==> src/rtl/processor_param_pkg.sv <==
// Shared definitions for the parametrised multicycle register-file processor:
// opcodes, FSM state encoding and instruction-width helper.
package processor_param_pkg;

    localparam logic [2:0] OP_MV  = 3'b000;
    localparam logic [2:0] OP_MVI = 3'b001;
    localparam logic [2:0] OP_ADD = 3'b010;
    localparam logic [2:0] OP_SUB = 3'b011;
    localparam logic [2:0] OP_XOR = 3'b100;
    localparam logic [2:0] OP_AND = 3'b101;
    localparam logic [2:0] OP_INC = 3'b110;
    localparam logic [2:0] OP_NOP = 3'b111;

    typedef enum logic [1:0] {
        ST_FETCH = 2'd0,
        ST_T1    = 2'd1,
        ST_T2    = 2'd2,
        ST_T3    = 2'd3
    } state_t;

    // {opcode[2:0], rx, ry}
    function automatic int instr_width(input int rsel);
        return 32'd3 + 32'd2 * rsel;
    endfunction

endpackage

==> src/rtl/processor_param_if.sv <==
// Instruction handshake and observation bundle between the instruction source
// (master) and the processor (slave).
interface processor_param_if
    import processor_param_pkg::*;
#(
    parameter int WIDTH = 16,
    parameter int NREGS = 8
);
    localparam int RSEL = $clog2(NREGS);
    localparam int IW   = instr_width(RSEL);

    logic [IW-1:0]          instr;
    logic [WIDTH-1:0]       imm;
    logic                   instr_valid;
    logic                   instr_ready;
    logic                   done;
    logic                   zero;
    logic                   carry;
    logic [WIDTH-1:0]       bus;
    logic [NREGS*WIDTH-1:0] regs;
    logic [1:0]             state;

    modport master (
        output instr, imm, instr_valid,
        input  instr_ready, done, zero, carry, bus, regs, state
    );

    modport slave (
        input  instr, imm, instr_valid,
        output instr_ready, done, zero, carry, bus, regs, state
    );

endinterface

==> src/rtl/processor_param_alu.sv <==
// Combinational ALU: add/inc, subtract with borrow, xor, and; zero flag on result.
module processor_param_alu
    import processor_param_pkg::*;
#(
    parameter int WIDTH = 16
) (
    input  logic [WIDTH-1:0] a,
    input  logic [WIDTH-1:0] b,
    input  logic [2:0]       op,
    output logic [WIDTH-1:0] result,
    output logic             zero,
    output logic             carry
);

    logic [WIDTH:0] wide_s;

    // Operation select; the extra top bit of wide_s is carry-out or borrow
    always_comb begin
        wide_s = {(WIDTH+1){1'b0}};
        case (op)
            OP_ADD, OP_INC: wide_s = {1'b0, a} + {1'b0, b};
            OP_SUB:         wide_s = {1'b0, a} - {1'b0, b};
            OP_XOR:         wide_s = {1'b0, a ^ b};
            OP_AND:         wide_s = {1'b0, a & b};
            default:        wide_s = {(WIDTH+1){1'b0}};
        endcase
        result = wide_s[WIDTH-1:0];
        carry  = wide_s[WIDTH];
        zero   = (wide_s[WIDTH-1:0] == {WIDTH{1'b0}});
    end

endmodule

==> src/rtl/processor_param.sv <==
// Multicycle register-file processor: FETCH handshake, then one cycle for moves
// or three cycles (A load, G compute, writeback) for ALU operations.
module processor_param
    import processor_param_pkg::*;
#(
    parameter int WIDTH = 16,
    parameter int NREGS = 8
) (
    input  logic           clock,
    input  logic           reset,
    processor_param_if.slave pif
);

    localparam int RSEL = $clog2(NREGS);
    localparam int IW   = instr_width(RSEL);

    state_t            state_r, state_nxt_s;
    logic [2:0]        op_r;
    logic [RSEL-1:0]   rx_r, ry_r;
    logic [WIDTH-1:0]  imm_r, a_r, g_r;
    logic [WIDTH-1:0]  regs_r [NREGS];
    logic              zero_r, carry_r;
    logic [WIDTH-1:0]  bus_s, alu_res_s;
    logic              alu_zero_s, alu_carry_s;
    logic              done_s, ready_s, simple_s;

    processor_param_alu #(.WIDTH(WIDTH)) u_alu (
        .a      (a_r),
        .b      (bus_s),
        .op     (op_r),
        .result (alu_res_s),
        .zero   (alu_zero_s),
        .carry  (alu_carry_s)
    );

    // Bus mux driven purely from state, IR and register contents
    always_comb begin
        bus_s = {WIDTH{1'b0}};
        case (state_r)
            ST_FETCH: bus_s = {WIDTH{1'b0}};
            ST_T1: begin
                case (op_r)
                    OP_MV:   bus_s = regs_r[ry_r];
                    OP_MVI:  bus_s = imm_r;
                    OP_NOP:  bus_s = {WIDTH{1'b0}};
                    default: bus_s = regs_r[rx_r];
                endcase
            end
            ST_T2: begin
                if (op_r == OP_INC) begin
                    bus_s = {{(WIDTH-1){1'b0}}, 1'b1};
                end else begin
                    bus_s = regs_r[ry_r];
                end
            end
            ST_T3:    bus_s = g_r;
            default:  bus_s = {WIDTH{1'b0}};
        endcase
    end

    // Next-state logic with handshake ready and completion pulse
    always_comb begin
        state_nxt_s = state_r;
        ready_s     = 1'b0;
        done_s      = 1'b0;
        simple_s    = (op_r == OP_MV) || (op_r == OP_MVI) || (op_r == OP_NOP);
        case (state_r)
            ST_FETCH: begin
                ready_s = 1'b1;
                if (pif.instr_valid) begin
                    state_nxt_s = ST_T1;
                end else begin
                    state_nxt_s = ST_FETCH;
                end
            end
            ST_T1: begin
                if (simple_s) begin
                    done_s      = 1'b1;
                    state_nxt_s = ST_FETCH;
                end else begin
                    state_nxt_s = ST_T2;
                end
            end
            ST_T2: state_nxt_s = ST_T3;
            ST_T3: begin
                done_s      = 1'b1;
                state_nxt_s = ST_FETCH;
            end
            default: state_nxt_s = ST_FETCH;
        endcase
    end

    // Architectural state: IR, register file, A, G and flags
    always_ff @(posedge clock or posedge reset) begin
        if (reset) begin
            state_r <= ST_FETCH;
            op_r    <= 3'b000;
            rx_r    <= {RSEL{1'b0}};
            ry_r    <= {RSEL{1'b0}};
            imm_r   <= {WIDTH{1'b0}};
            a_r     <= {WIDTH{1'b0}};
            g_r     <= {WIDTH{1'b0}};
            zero_r  <= 1'b0;
            carry_r <= 1'b0;
            for (int i = 0; i < NREGS; i++) begin
                regs_r[i] <= {WIDTH{1'b0}};
            end
        end else begin
            state_r <= state_nxt_s;
            case (state_r)
                ST_FETCH: begin
                    if (pif.instr_valid) begin
                        op_r  <= pif.instr[IW-1 -: 3];
                        rx_r  <= pif.instr[2*RSEL-1 -: RSEL];
                        ry_r  <= pif.instr[RSEL-1:0];
                        imm_r <= pif.imm;
                    end
                end
                ST_T1: begin
                    if ((op_r == OP_MV) || (op_r == OP_MVI)) begin
                        regs_r[rx_r] <= bus_s;
                    end else if (op_r != OP_NOP) begin
                        a_r <= bus_s;
                    end
                end
                ST_T2: begin
                    g_r     <= alu_res_s;
                    zero_r  <= alu_zero_s;
                    carry_r <= alu_carry_s;
                end
                ST_T3:   regs_r[rx_r] <= g_r;
                default: ;
            endcase
        end
    end

    for (genvar gi = 0; gi < NREGS; gi++) begin : g_flat
        assign pif.regs[gi*WIDTH +: WIDTH] = regs_r[gi];
    end

    assign pif.instr_ready = ready_s;
    assign pif.done        = done_s;
    assign pif.bus         = bus_s;
    assign pif.zero        = zero_r;
    assign pif.carry       = carry_r;
    assign pif.state       = state_r;

endmodule

==> src/flat_wrapper.sv <==
// flat-port wrapper written by rule: the top's interface ports become plain ports
module processor_param_flat import processor_param_pkg::*;
#(
    parameter int WIDTH = 16,
    parameter int NREGS = 8
)
  (clock, reset, pif_instr, pif_imm, pif_instr_valid, pif_instr_ready, pif_done, pif_zero, pif_carry, pif_bus, pif_regs, pif_state);
  processor_param_if #(.WIDTH(WIDTH), .NREGS(NREGS)) pif_i ();
  input  logic clock;
  input  logic reset;
  input wire logic [$bits(pif_i.instr)-1:0] pif_instr;
  input wire logic [$bits(pif_i.imm)-1:0] pif_imm;
  input wire logic [$bits(pif_i.instr_valid)-1:0] pif_instr_valid;
  output wire logic [$bits(pif_i.instr_ready)-1:0] pif_instr_ready;
  output wire logic [$bits(pif_i.done)-1:0] pif_done;
  output wire logic [$bits(pif_i.zero)-1:0] pif_zero;
  output wire logic [$bits(pif_i.carry)-1:0] pif_carry;
  output wire logic [$bits(pif_i.bus)-1:0] pif_bus;
  output wire logic [$bits(pif_i.regs)-1:0] pif_regs;
  output wire logic [$bits(pif_i.state)-1:0] pif_state;
  assign pif_i.instr = pif_instr;
  assign pif_i.imm = pif_imm;
  assign pif_i.instr_valid = pif_instr_valid;
  assign pif_instr_ready = pif_i.instr_ready;
  assign pif_done = pif_i.done;
  assign pif_zero = pif_i.zero;
  assign pif_carry = pif_i.carry;
  assign pif_bus = pif_i.bus;
  assign pif_regs = pif_i.regs;
  assign pif_state = pif_i.state;
  processor_param #(.WIDTH(WIDTH), .NREGS(NREGS)) u_core (.clock(clock), .reset(reset), .pif(pif_i));
endmodule
==> config.mk <==
export PLATFORM = sky130hd
export DESIGN_NAME = processor_param_flat
export DESIGN_NICKNAME = d
export VERILOG_FILES = /design/src/rtl/processor_param_pkg.sv /design/src/rtl/processor_param_if.sv /design/src/rtl/processor_param_alu.sv /design/src/rtl/processor_param.sv /design/src/flat_wrapper.sv
export SDC_FILE = /design/constraint.sdc
export NUM_CORES = 1
export LEC_CHECK = 0
export ABC_AREA = 1
export BUFFER_PORTS_ARGS = -buffer_cell sky130_fd_sc_hd__buf_4
export CAP_MARGIN = 40
export CORE_MARGIN = 3
export CORE_UTILIZATION = 30
export CTS_CLUSTER_SIZE = 16
export DETAILED_ROUTE_END_ITERATION = 8
export PLACE_DENSITY = 0.52
export SLEW_MARGIN = 20
export SYNTH_ARGS = -nofsm -noshare
export SYNTH_HDL_FRONTEND = slang
export SYNTH_SLANG_ARGS = --single-unit
==> constraint.sdc <==
create_clock -name clock -period 16.2 [get_ports clock]
set_input_delay 0.81 -clock clock [delete_from_list [all_inputs] [get_ports clock]]
set_output_delay 0.81 -clock clock [all_outputs]
set_load 0.05 [all_outputs]
==> results.tsv <==
metric	value	unit
cts-htree-levels	4	
highest_layer	met4	
worst_slack	10.92	ns
die-area	43620	µm²
design_area	14850	µm²
synth_common_cells	nand2_1 (534), inv_1 (238), dfrtp_1 (189)	
antennaDiodeCount	0	
slowest_delay	0.61	ns
path_class	reg -> reg	
syn-num-nets	1837	
clkSinkCount	189	
wirelength	51400	µm
drv_slew	0	
cts_inserted_buffers	17	
antenna_found_initial	0	
cts_root_buf	clkbuf_16	
dp_hpwl	39080	µm
grt_overflow	0	
cts_tree	built	
critPathRequiredTime	16.61	ns
stdcell_count	2463	
setup-violations-final	0	
syn_avg_cell_area	6.955	µm²
drtIter0Drc	1198	
post_synth_num_cell_types	43	
ctsLongestPathBuffers	2	
final-hold-violation-count	0	
synth_top_area_cell	dfrtp_1	
grt_max_degree	78	
first_pass_iters	6	
cap_violations	0	
viasPerCell	5.109	
async_flop_share	100.0	%
post-place-ws	10.56	ns
ctsResizeCount	0	
grt_pass1_wl	77970	µm
coreArea	40190	µm²
place_area	14210	µm²
wl_met2	23220	µm
worstMarginPinSlew	0.8024	ns
synth_flop_cell	dfrtp_1	
synth_area_leaders	dfrtp_1 (38%), nand2_1 (16%), inv_1 (7.2%), nand3_1 (6.8%), o21ai_0 (6.6%)	
clock_latency	0.46	ns
gp_congestion	0.9140	
cp.buffers_inverters	6	
synth.top_cell.area_share	38.31	%
area_growth	20.25	%
synth.most_common_cell	nand2_1	
drtAntennaViolNets	0	
synth-seq-cells	189	
period_minus_slack	5.280	ns
io_buffers	177	
nNetsFinal	1987	
cts_hold_buf	0	
vias	12580	
start_util	30.72	%
end_kind	flop	
cpMostUsedCell	nand2_1	
period_share	32.59	%
die_h	208.9	µm
worstSetupStartpointType	flop	
path_clk_slew	0.08	ns
rsz0062_at_grt	false	
synth_edf_count	0	
cts_setup_buffers	0	
placed_cells	2428	
drc	0	
chipWidth	208.9	µm
grt_use_total	23.43	%
critPathTopFamily	simple AND/OR/NAND/NOR gates	
ys_seq_area_share	38.31	%
wl_met3	3403	µm
ys_warn_count	0	
drive_gt1_share	17.03	%
relSlewSlack	46.51	%
grt_pass1_vias	12240	
fin_skew	0.01349	ns
synth_area	12350	µm²
r2r_slack	10.92	ns
worstPathArrival	5.69	ns
setup_tns	0	ns
syn_inst	1775	
status	finished, final reports clean	
crit_fanout	77	
max_freq	0.1894	GHz
cp_slowest_cell	buf_4	
met1_length	23630	µm
drt-wirelength-per-cell	20.87	µm
io_pins	178	
hold_path_class	in -> async	
row_count	73	
[registers in the layout, indices dropped and copies added (netlist names), 3 cells and up, named ones only]
signal / count
u_core.a_r: 16
u_core.g_r: 16
u_core.imm_r: 16
u_core.op_r: 3
u_core.pif.regs: 128
u_core.rx_r: 3
u_core.ry_r: 3
[worst register-to-register path: cells and delay by family (launching register included)]
| kind | cells | cell delay [ns] |
|---|---|---|
| AOI/OAI and AO/OA | 3 | 0.78 |
| DFF | 1 | 0.34 |
| buffers and inverters | 6 | 1.66 |
| xor gates and xnor gates | 1 | 0.16 |
| and+or+nand+nor | 15 | 1.76 |
| adders and majority gates | 2 | 0.56 |
[routing by layer]
metal / global-route usage, % / vias to the layer above
met5: 0 / -
met4: 6.536 / 0
met3: 4.053 / 65
met2: 36.99 / 527
met1: 33.13 / 6026
li1: - / 5966
[logic make-up after synthesis]
family,after synthesis,share of synthesized area [%]
xor+xnor,11,0.7804
flops,189,38.31
fa+ha+maj,34,3.507
compound gates,282,12.22
simple gates,914,32.83
mux,16,1.459
buf+inv,329,10.89
[path summary, 6_finish.rpt]
path | from | endpoint | depth (start not counted)
max reg2reg | u_core.ry_r[0] | u_core.pif.zero | 27
min reg2reg | u_core.g_r[15] | u_core.g_r[15] | 2
max in group asynchronous | reset | u_core.g_r[5] | 4
min in group clock | u_core.g_r[15] | u_core.g_r[15] | 2
min | reset | u_core.pif.regs[55] | 2
max | u_core.ry_r[0] | u_core.pif.zero | 27
[final cells by class]
cell class / instances / area, µm²
fillers: 4271 / 25340
multi-input cells: 1257 / 6271
flip-flops and latches: 189 / 4732
repair buffers: 207 / 1639
inverters: 253 / 959.7
well taps: 525 / 656.9
clock buffers: 18 / 439.2
clock inverters: 14 / 147.6
[placed cells by master, fill, tap and decap left out, types with 16 or more instances in the layout]
cell and instances:
nand2_1 534, inv_1 237, buf_4 201, dfrtp_1 187, nand3_1 168, o21ai_0 162
nor2_1 135, a21oi_1 81, ha_1 33, nand3_2 21, clkbuf_16 17, mux2_2 16
[metrics by stage]
stage / utilization, % / hold WS, ns
final: 36.94 / 0.3706
after global routing: 36.94 / 0.3849
after floorplan: - / 0.4493
after detailed placement: 35.35 / 0.4753
after global placement: 35.12 / 0.4726
after CTS: 36.82 / 0.3831
Power is not shown: default switching activity piles up to over one toggle a cycle in this logic, so the estimate is an artifact.
